<file path="config.mk">
export PLATFORM = sky130hd
export DESIGN_NAME = uart_frame_deframer_flat
export DESIGN_NICKNAME = d
export VERILOG_FILES = /design/src/rtl/uart_frame_pkg.sv /design/src/rtl/uart_frame_deframer_if.sv /design/src/rtl/uart_frame_fifo.sv /design/src/rtl/uart_frame_deframer.sv /design/src/flat_wrapper.sv
export SDC_FILE = /design/constraint.sdc
export NUM_CORES = 1
export LEC_CHECK = 0
export ABC_AREA = 1
export BUFFER_PORTS_ARGS = -buffer_cell sky130_fd_sc_hd__buf_2
export CAP_MARGIN = 15
export CORE_MARGIN = 2
export CORE_UTILIZATION = 50
export DETAILED_ROUTE_END_ITERATION = 8
export HOLD_SLACK_MARGIN = 0.08
export PLACE_DENSITY = 0.67
export SLEW_MARGIN = 10
export SYNTH_ARGS = -nofsm -noshare
export SYNTH_HDL_FRONTEND = slang
export SYNTH_SLANG_ARGS = --single-unit
</file>
<file path="constraint.sdc">
create_clock -name i_clk -period 6.1 [get_ports i_clk]
set_input_delay 0.915 -clock i_clk [delete_from_list [all_inputs] [get_ports i_clk]]
set_output_delay 0.915 -clock i_clk [all_outputs]
set_load 0.03 [all_outputs]
</file>
<file path="src/rtl/uart_frame_pkg.sv">
// Shared constants for the UART frame deframer: SOF marker, FSM states, error codes.
package uart_frame_pkg;

   localparam logic [7:0] SOF = 8'h7E;

   typedef enum logic [2:0] {
      ST_HUNT,
      ST_LEN,
      ST_PAYLOAD,
      ST_CSUM,
      ST_COMMIT
   } state_t;

   typedef enum logic [1:0] {
      ERR_NONE  = 2'd0,
      ERR_LEN   = 2'd1,
      ERR_SPACE = 2'd2,
      ERR_CSUM  = 2'd3
   } err_t;

endpackage

</file>
<file path="src/rtl/uart_frame_deframer_if.sv">
// Committed-payload stream between the deframer (master) and its consumer (slave).
interface uart_frame_deframer_if;

   logic       data_valid;
   logic [7:0] data_byte;
   logic       data_ready;

   modport master (output data_valid, output data_byte, input data_ready);
   modport slave  (input data_valid, input data_byte, output data_ready);

endinterface

</file>
<file path="src/rtl/uart_frame_fifo.sv">
// Commit/rollback payload FIFO: speculative writes become visible only on commit; FWFT read.
module uart_frame_fifo #(
   parameter int unsigned DEPTH = 16
) (
   input  logic                     i_clk,
   input  logic                     i_rst_n,
   input  logic                     wr_en,
   input  logic [7:0]               wr_data,
   input  logic                     commit,
   input  logic                     rollback,
   input  logic                     rd_en,
   output logic [7:0]               rd_data,
   output logic                     rd_valid,
   output logic [$clog2(DEPTH):0]   level
);

   localparam int unsigned AW = $clog2(DEPTH);

   logic [AW:0] wr_spec;
   logic [AW:0] wr_commit;
   logic [AW:0] rd_ptr;
   logic [7:0]  mem [DEPTH];

   always_ff @(posedge i_clk or negedge i_rst_n) begin
      if (!i_rst_n) begin
         wr_spec   <= '0;
         wr_commit <= '0;
         rd_ptr    <= '0;
      end else begin
         if (rollback)
            wr_spec <= wr_commit;
         else if (wr_en)
            wr_spec <= wr_spec + 1'b1;
         if (commit)
            wr_commit <= wr_spec;
         if (rd_en && rd_valid)
            rd_ptr <= rd_ptr + 1'b1;
      end
   end

   always_ff @(posedge i_clk) begin
      if (wr_en)
         mem[wr_spec[AW-1:0]] <= wr_data;
   end

   // Head byte forced to zero when empty so the output is defined out of reset.
   assign rd_valid = (rd_ptr != wr_commit);
   assign rd_data  = rd_valid ? mem[rd_ptr[AW-1:0]] : '0;
   assign level    = wr_commit - rd_ptr;

endmodule

</file>
<file path="src/rtl/uart_frame_deframer.sv">
// Extracts SOF/LEN/payload[/CSUM] frames from a UART byte stream into a commit/rollback FIFO.
// Define UART_DEFRAMER_CSUM_EN to expect and check a trailing checksum byte.
module uart_frame_deframer
   import uart_frame_pkg::*;
#(
   parameter int unsigned DEPTH   = 16,
   parameter int unsigned MAX_LEN = 8
) (
   input  logic                     i_clk,
   input  logic                     i_rst_n,
   input  logic                     i_rx_valid,
   input  logic [7:0]               i_rx_byte,
   uart_frame_deframer_if.master    data,
   output logic                     o_frame_done,
   output logic                     o_frame_err,
   output logic [1:0]               o_err_code,
   output logic [$clog2(DEPTH):0]   o_level
);

   logic       rx_prev;
   logic       strobe;
   state_t     state, state_nx;
   logic [7:0] cnt, cnt_nx;
   logic       wr_en, commit, rollback;
   logic       done_nx, err_nx;
   err_t       code_nx;
`ifdef UART_DEFRAMER_CSUM_EN
   logic [7:0] sum, sum_nx;
`endif

   assign strobe = i_rx_valid && !rx_prev;

   always_ff @(posedge i_clk or negedge i_rst_n) begin
      if (!i_rst_n) begin
         rx_prev      <= 1'b0;
         state        <= ST_HUNT;
         cnt          <= '0;
         o_frame_done <= 1'b0;
         o_frame_err  <= 1'b0;
         o_err_code   <= '0;
      end else begin
         rx_prev      <= i_rx_valid;
         state        <= state_nx;
         cnt          <= cnt_nx;
         o_frame_done <= done_nx;
         o_frame_err  <= err_nx;
         o_err_code   <= code_nx;
      end
   end

`ifdef UART_DEFRAMER_CSUM_EN
   always_ff @(posedge i_clk or negedge i_rst_n) begin
      if (!i_rst_n)
         sum <= '0;
      else
         sum <= sum_nx;
   end
`endif

   always_comb begin
      state_nx = state;
      cnt_nx   = cnt;
      wr_en    = 1'b0;
      commit   = 1'b0;
      rollback = 1'b0;
      done_nx  = 1'b0;
      err_nx   = 1'b0;
      code_nx  = ERR_NONE;
`ifdef UART_DEFRAMER_CSUM_EN
      sum_nx   = sum;
`endif
      case (state)
         ST_HUNT: begin
            if (strobe && i_rx_byte == SOF) begin
               state_nx = ST_LEN;
`ifdef UART_DEFRAMER_CSUM_EN
               sum_nx   = '0;
`endif
            end
         end
         ST_LEN: begin
            if (strobe) begin
               state_nx = ST_HUNT;
               if (i_rx_byte == 8'h00 || 32'(i_rx_byte) > MAX_LEN) begin
                  err_nx  = 1'b1;
                  code_nx = ERR_LEN;
               end else if (32'(i_rx_byte) > DEPTH - 32'(o_level)) begin
                  // Committed level only: no other frame can be in flight here.
                  err_nx  = 1'b1;
                  code_nx = ERR_SPACE;
               end else begin
                  cnt_nx   = i_rx_byte;
                  state_nx = ST_PAYLOAD;
`ifdef UART_DEFRAMER_CSUM_EN
                  sum_nx   = i_rx_byte;
`endif
               end
            end
         end
         ST_PAYLOAD: begin
            if (strobe) begin
               wr_en  = 1'b1;
               cnt_nx = cnt - 8'd1;
`ifdef UART_DEFRAMER_CSUM_EN
               sum_nx = sum + i_rx_byte;
               if (cnt == 8'd1)
                  state_nx = ST_CSUM;
`else
               if (cnt == 8'd1)
                  state_nx = ST_COMMIT;
`endif
            end
         end
`ifdef UART_DEFRAMER_CSUM_EN
         ST_CSUM: begin
            if (strobe) begin
               state_nx = ST_HUNT;
               if (8'(sum + i_rx_byte) == 8'h00) begin
                  commit  = 1'b1;
                  done_nx = 1'b1;
               end else begin
                  rollback = 1'b1;
                  err_nx   = 1'b1;
                  code_nx  = ERR_CSUM;
               end
            end
         end
`else
         ST_COMMIT: begin
            commit   = 1'b1;
            done_nx  = 1'b1;
            state_nx = ST_HUNT;
         end
`endif
         default: state_nx = ST_HUNT;
      endcase
   end

   uart_frame_fifo #(.DEPTH(DEPTH)) u_fifo (
      .i_clk    (i_clk),
      .i_rst_n  (i_rst_n),
      .wr_en    (wr_en),
      .wr_data  (i_rx_byte),
      .commit   (commit),
      .rollback (rollback),
      .rd_en    (data.data_ready),
      .rd_data  (data.data_byte),
      .rd_valid (data.data_valid),
      .level    (o_level)
   );

endmodule

</file>
<file path="src/flat_wrapper.sv">
// flat-port wrapper written by rule: the top's interface ports become plain ports
module uart_frame_deframer_flat import uart_frame_pkg::*;
#(
   parameter int unsigned DEPTH   = 16,
   parameter int unsigned MAX_LEN = 8
)
  (i_clk, i_rst_n, i_rx_valid, i_rx_byte, o_frame_done, o_frame_err, o_err_code, o_level, data_data_valid, data_data_byte, data_data_ready);
  uart_frame_deframer_if data_i ();
  input  logic i_clk;
  input  logic i_rst_n;
  input  logic i_rx_valid;
  input  logic [7:0] i_rx_byte;
  output logic o_frame_done;
  output logic o_frame_err;
  output logic [1:0] o_err_code;
  output logic [$clog2(DEPTH):0] o_level;
  output wire logic [$bits(data_i.data_valid)-1:0] data_data_valid;
  output wire logic [$bits(data_i.data_byte)-1:0] data_data_byte;
  input wire logic [$bits(data_i.data_ready)-1:0] data_data_ready;
  assign data_data_valid = data_i.data_valid;
  assign data_data_byte = data_i.data_byte;
  assign data_i.data_ready = data_data_ready;
  uart_frame_deframer #(.DEPTH(DEPTH), .MAX_LEN(MAX_LEN)) u_core (.i_clk(i_clk), .i_rst_n(i_rst_n), .i_rx_valid(i_rx_valid), .i_rx_byte(i_rx_byte), .data(data_i), .o_frame_done(o_frame_done), .o_frame_err(o_frame_err), .o_err_code(o_err_code), .o_level(o_level));
endmodule
</file>
==> reports/results.txt, run 1 <==
Worst slew margin = 27.6%
Seq/Total Area, Yosys = 64.4%
RSZ-0062 raised after global routing = no
Clock transition at path regs = 0.06 ns
die area = 15,300 µm²
Via-to-Cell Ratio = 5.80
Async SR Flop Fraction = 19.5%
max cap viols = 0
Reg2Reg Launch Point = u_core.u_fifo.rd_ptr[1]
Area Overhead vs Synth = 12.1%
syn_area_per_cell = 11.3 µm²
final hold slack = 0.492 ns
# DRC = 0
H-tree depth = 4
Worst-Skew Late Latency = 0.42 ns
CTS tree = built
drt initial violations = 505
first-pass iteration count of the detailed router = 5
Worst Skew = 0.00796 ns
Startpoint Class = register
Critical Path Fanout Max = 34
register share of total power = 33.4%
Crit Path Category = register to output port
postcts setup bufs = 0
Net Sw Power = 1.64 mW
commonest non-fill, non-tap cell in the layout = edfxtp_1
Max Freq = 242 MHz
status = finished, final reports clean
IO buf count = 29
Worst IR Drop VDD = 0.475 mV
# IOs = 30
overall power = 4.03 mW
layout cell share with drive strength beyond 1 = 13.1%
Leak = 3.05 nW
row cnt = 43
post_cts resized = 0
Least-Margin Pin Slew = 1.09 ns
power per cell area = 501 nW/µm²
Comb pwr share = 40.2%
Routed WL = 16.9 mm
largest net degree at the start of global routing = 63
Slew Limit Fails = 0
core area = 13,900 µm²
internal power = 2.38 mW
number of synthesized flops with an enable pin = 128
highest-count cells in the layout ignoring fill and taps = edfxtp_1 (128), nor2_1 (96), nand2_1 (71), o21ai_0 (51), inv_1 (35)
Tmin final = 4.13 ns
final period utilization = 67.7%
TNS Setup = 0 ns
clock power share = 26.4%
Root Driver = clkbuf_16
top_reg_cell synth = edfxtp_1
Switching Share = 40.8%
Routed WL per cell = 19.8 µm
Layout Nets = 693
diodes inserted = 0
Synthesized Nets = 669
hold buffer count at cts = 0
Final GP Congestion = 0.830
Hold Path Class = register to register
synthesized area = 7170 µm²
Final ANT Viol Nets = 0
Yosys reg bits = 159
synth unique cells = 40
CP Capture Type = output port
GR Util All Layers = 23.9%
Setup violations, final = 0
DP Wirelength = 10.5 mm
die height = 124 µm
grt total ovfl = 0
Finished Cell Area = 8040 µm²
Hold Startpoint = u_core.u_fifo.rd_ptr[4]
Die X = 124 µm
warnings from Yosys = 0
Worst EP required = 5.18 ns
Final Hold Viols = 0
clk buf depth = 2
post-placement cell area = 7440 µm²
total CTS buffers = 17
crit path launch = u_core.u_fifo.rd_ptr[1]
initial antenna violation count = 0
cell count after synthesis = 636
Initial Util = 51.5%
CP Data Arrival Time = 3.22 ns
clock sinks = 159
first-pass GRT wire length = 26.6 mm
number of global-route vias before repair = 5,062
via count = 4,947
worst paths after layout:
check,endpoint,slack (ns),cells past startpoint
hold / removal,u_core.u_fifo.rd_ptr[4],0.49,1
max in group asynchronous,u_core.u_fifo.rd_ptr[0],5.00,1
min in group asynchronous,u_core.cnt[6],0.57,1
hold reg to reg,u_core.u_fifo.rd_ptr[4],0.49,1
setup / recovery,data_data_byte[0],1.97,6
setup reg to reg,u_core.cnt[3],2.23,18
cells by family after synthesis:
group	synth area share, %
AOI/OAI and AO/OA	11.6
xor gates and xnor gates	1.34
adders and majority gates	3.77
buffers and inverters	4.08
DFF	64.4
and+or+nand+nor	14.7
stage by stage:
stage          utilization, %  setup slack [ns]  instances
6_report                 57.7              1.97        853
3_5_place_dp             53.4              2.25        821
4_1_cts                  57.7              2.00        853
3_3_place_gp             53.4              2.38        821
5_1_grt                  57.7              1.81        853
2_1_floorplan               -              2.85        636
per-layer routing:
metal / track usage (%) / up-vias / share of wire [%]
met5: 0 / - / 0
met4: 9.52 / 0 / 2.2
met3: 6.82 / 29 / 6.5
met2: 37.1 / 162 / 47
met1: 31.9 / 2432 / 44
li1: - / 2324 / -
worst max-delay path, cell delays in order (launching register included):
cell and delay [ns]:
dfrtp_1 0.35, clkinv_1 0.82, ha_1 0.69, nand4_1 0.25
inv_1 0.23, a21oi_1 0.22, buf_2 0.23
cell type report:
type,count,area [µm²]
Clock inverter,15,171
Sequential cell,159,4620
Multi-Input combinational cell,405,2260
Timing Repair Buffer,32,168
Tap cell,180,225
Inverter,45,171
Clock buffer,17,425
Fill cell,1136,5900
synthesized netlist by cell type (3+ instances only):
library cell,instances,area [µm²]
inv_1,35,131
o21ai_1,32,160
xor2_1,10,87.6
inv_2,7,26.3
nor2_1,96,360
nor3_1,4,20.0
edfxtp_1,128,3840
o21ai_0,51,255
nand2_2,6,37.5
o221ai_1,26,228
buf_2,4,20.0
dfrtp_1,31,776
nand4_1,12,75.1
a21oi_1,24,120
ha_1,20,250
nand3_1,27,135
nand3_4,3,52.6
o22ai_1,4,25.0
nand2_1,71,267
clkbuf_1,20,75.1
state kept, by name, summed over array words and instances (netlist names):
signal / cells
u_core.rx_prev: 1
u_core.o_frame_done: 1
u_core.u_fifo.wr_commit: 5
u_core.u_fifo.wr_spec: 5
u_core.cnt: 8
u_core.u_fifo.mem: 128
u_core.state: 3
u_core.u_fifo.rd_ptr: 5
u_core.o_frame_err: 1
u_core.o_err_code: 2
power by group through the flow:
| stage | clock network (mW) | logic [mW] | registers [mW] |
|---|---|---|---|
| 6_report | 1.06 | 1.62 | 1.35 |
| 5_1_grt | 1.11 | 1.81 | 1.35 |
| 4_1_cts | 1.07 | 1.62 | 1.34 |
| 3_5_place_dp | 0 | 1.61 | 1.37 |
| 3_3_place_gp | 0 | 1.57 | 1.36 |
| 2_1_floorplan | 0 | 1.22 | 1.32 |
Note: power is estimated with default switching activity, not from simulation.
==> run 2: changes to the inputs <==
Clock period 6.1 ns to 4.2 ns, I/O delays scaled along.
==> reports/results.txt, run 2 (synthesized netlist as in run 1, its figures left out) <==
status = finished, final reports clean
Layout fillers = 1,134 (-0.18%)
final setup margin = 0.824 ns (-1.14 ns)
largest net degree at the start of global routing = 70 (+11%)
highest-count cells in the layout ignoring fill and taps = edfxtp_1 (128), nor2_1 (96), nand2_1 (71), o21ai_0 (51), inv_1 (35)
CP Data Arrival Time = 2.75 ns (-0.47 ns)
Slew Limit Fails = 0 (unchanged)
Routed WL per cell = 19.5 µm (-1.4%)
Area Overhead vs Synth = 12.0%
postcts setup bufs = 0 (unchanged)
Final GP Congestion = 0.767 (-7.6%)
total CTS buffers = 17 (unchanged)
Worst slew margin = 29.5% (+1.9 points)
diodes inserted = 0 (unchanged)
Final ANT Viol Nets = 0 (unchanged)
Worst EP required = 3.57 ns (-1.61 ns)
final period utilization = 80.4%
Critical Path Fanout Max = 58 (+71%)
Startpoint Class = register
number of global-route vias before repair = 4,809 (-5.0%)
power per cell area = 723 nW/µm² (+44%)
CP Capture Type = output port
drt initial violations = 571 (+13%)
register area = 4620 µm² (unchanged)
Tmin final = 3.38 ns
commonest non-fill, non-tap cell in the layout = edfxtp_1
Place WS = 1.18 ns (-1.08 ns)
CP bufs+invs = 2 (-1)
Switching Share = 41.1% (+0.28 points)
initial antenna violation count = 0 (unchanged)
Layout Nets = 697 (+0.58%)
CP peak stage delay = 0.75 ns (-0.07 ns)
Leak = 3.05 nW (about the same)
Die X = 124 µm (unchanged)
CP max stage cell = inv_2
Worst Skew = 0.00894 ns (+0.000980 ns)
grt total ovfl = 0 (unchanged)
hold buffer count at cts = 0 (unchanged)
overall power = 5.81 mW (+44%)
Crit Path Category = register to output port
register share of total power = 32.9% (-0.5 points)
first-pass iteration count of the detailed router = 5 (unchanged)
Max Freq = 296 MHz
Initial Util = 51.5% (unchanged)
Least-Margin Pin Slew = 1.06 ns (-0.0279 ns)
Comb pwr share = 41.9% (+1.7 points)
Worst IR Drop VDD = 0.728 mV (+53%)
Worst-Skew Late Latency = 0.43 ns (about the same)
GR Util All Layers = 23.8% (-0.065 points)
post_cts resized = 0 (unchanged)
Setup violations, final = 0 (unchanged)
die area = 15,300 µm² (unchanged)
max cap viols = 0 (unchanged)
DP Wirelength = 10.4 mm (-0.68%)
TNS Setup = 0 ns (unchanged)
first-pass GRT wire length = 26.2 mm (-1.7%)
clk buf depth = 2 (unchanged)
area taken by multi-input logic gates = 2260 µm² (unchanged)
Routed WL = 16.8 mm (-0.91%)
CP top delay family = buffers and inverters
Root Driver = clkbuf_16
Largest register FFs = 128 (unchanged)
IO buf count = 29 (unchanged)
crit path cell chain = inv_2 > o21ai_0 > o221ai_1 > nand3_1 > a21oi_1 > buf_2
CTS tree = built
clock power share = 25.2% (-1.2 points)
Net Sw Power = 2.39 mW (+45%)
core area = 13,900 µm² (unchanged)
die height = 124 µm (unchanged)
RSZ-0062 raised after global routing = no
via count = 4,953 (+0.12%)
Clock transition at path regs = 0.06 ns (about the same)
layout cell share with drive strength beyond 1 = 13.1% (+0.070 points)
# IOs = 30 (unchanged)
Hold Path Class = input pin to async pin
Final Hold Viols = 0 (unchanged)
H-tree depth = 4 (unchanged)
clock sinks = 159 (unchanged)
row cnt = 43 (unchanged)
# DRC = 0 (unchanged)
Via-to-Cell Ratio = 5.78 (-0.35%)
internal power = 3.42 mW (+44%)
post-layout util = 57.6% (-0.072 points)
final hold slack = 0.261 ns (-0.230 ns)
[run 2: cell types whose count changed in the layout (fill, tap and decap cells not counted), sizes merged]
cell,delta
buf,+4
bufinv,-1
clkbuf,+3
clkinv,-2
[run 2: final timing paths]
| path | startpoint | end | slack, ns | depth (start not counted) |
|---|---|---|---|---|
| max in group asynchronous | i_rst_n | u_core.u_fifo.rd_ptr[0] | 3.43 | 1 |
| setup / recovery | u_core.u_fifo.rd_ptr[0] | data_data_byte[3] | 0.82 | 6 |
| hold reg to reg | u_core.u_fifo.wr_spec[4] | u_core.u_fifo.wr_spec[4] | 0.48 | 1 |
| min in group i_clk | i_rx_valid | u_core.rx_prev | 0.33 | 1 |
| setup reg to reg | u_core.u_fifo.rd_ptr[3] | u_core.cnt[6] | 1.13 | 15 |
| hold / removal | i_rst_n | u_core.cnt[2] | 0.26 | 1 |
[run 2: per-stage QoR]
stage	instance area, µm²	std cells
2_1_floorplan	7170	636
3_3_place_gp	7470	825
3_5_place_dp	7470	825
4_1_cts	8030	857
5_1_grt	8030	857
6_report	8030	857
[run 2: metal layers]
metal / share of wire (%) / vias to the layer above / global-route usage (%)
li1: - / 2334 / -
met1: 45 / 2386 / 33.0
met2: 45 / 195 / 35.9
met3: 7.0 / 38 / 5.49
met4: 2.8 / 0 / 10.9
met5: 0 / - / 0
[run 2: power groups by stage]
stage	combinational (mW)	clock [mW]	sequential, mW
after CTS	2.44	1.47	1.91
after detailed placement	2.43	0	1.94
after global placement	2.36	0	1.94
final	2.43	1.47	1.91
after global routing	2.71	1.54	1.92
after floorplan	1.77	0	1.92
[run 2: worst reg2reg max path: cells and delay by family, from the launching register on]
kind / cells / cell delay, ns
flip-flops: 1 / 0.56
buffers and inverters: 1 / 0.11
adder cells (fa/ha/maj): 2 / 0.66
AO/OA/AOI/OAI: 2 / 0.56
AND/OR/NAND/NOR: 10 / 1.12
[run 2: layout make-up]
| cell class | instances | area share (%) |
|---|---|---|
| Sequential cell | 159 | 57.6 |
| Multi-Input combinational cell | 405 | 28.1 |
| Clock buffer | 20 | 5.44 |
| Tap cell | 180 | 2.81 |
| Timing Repair Buffer | 36 | 2.46 |
| Inverter | 45 | 2.13 |
| Clock inverter | 12 | 1.50 |
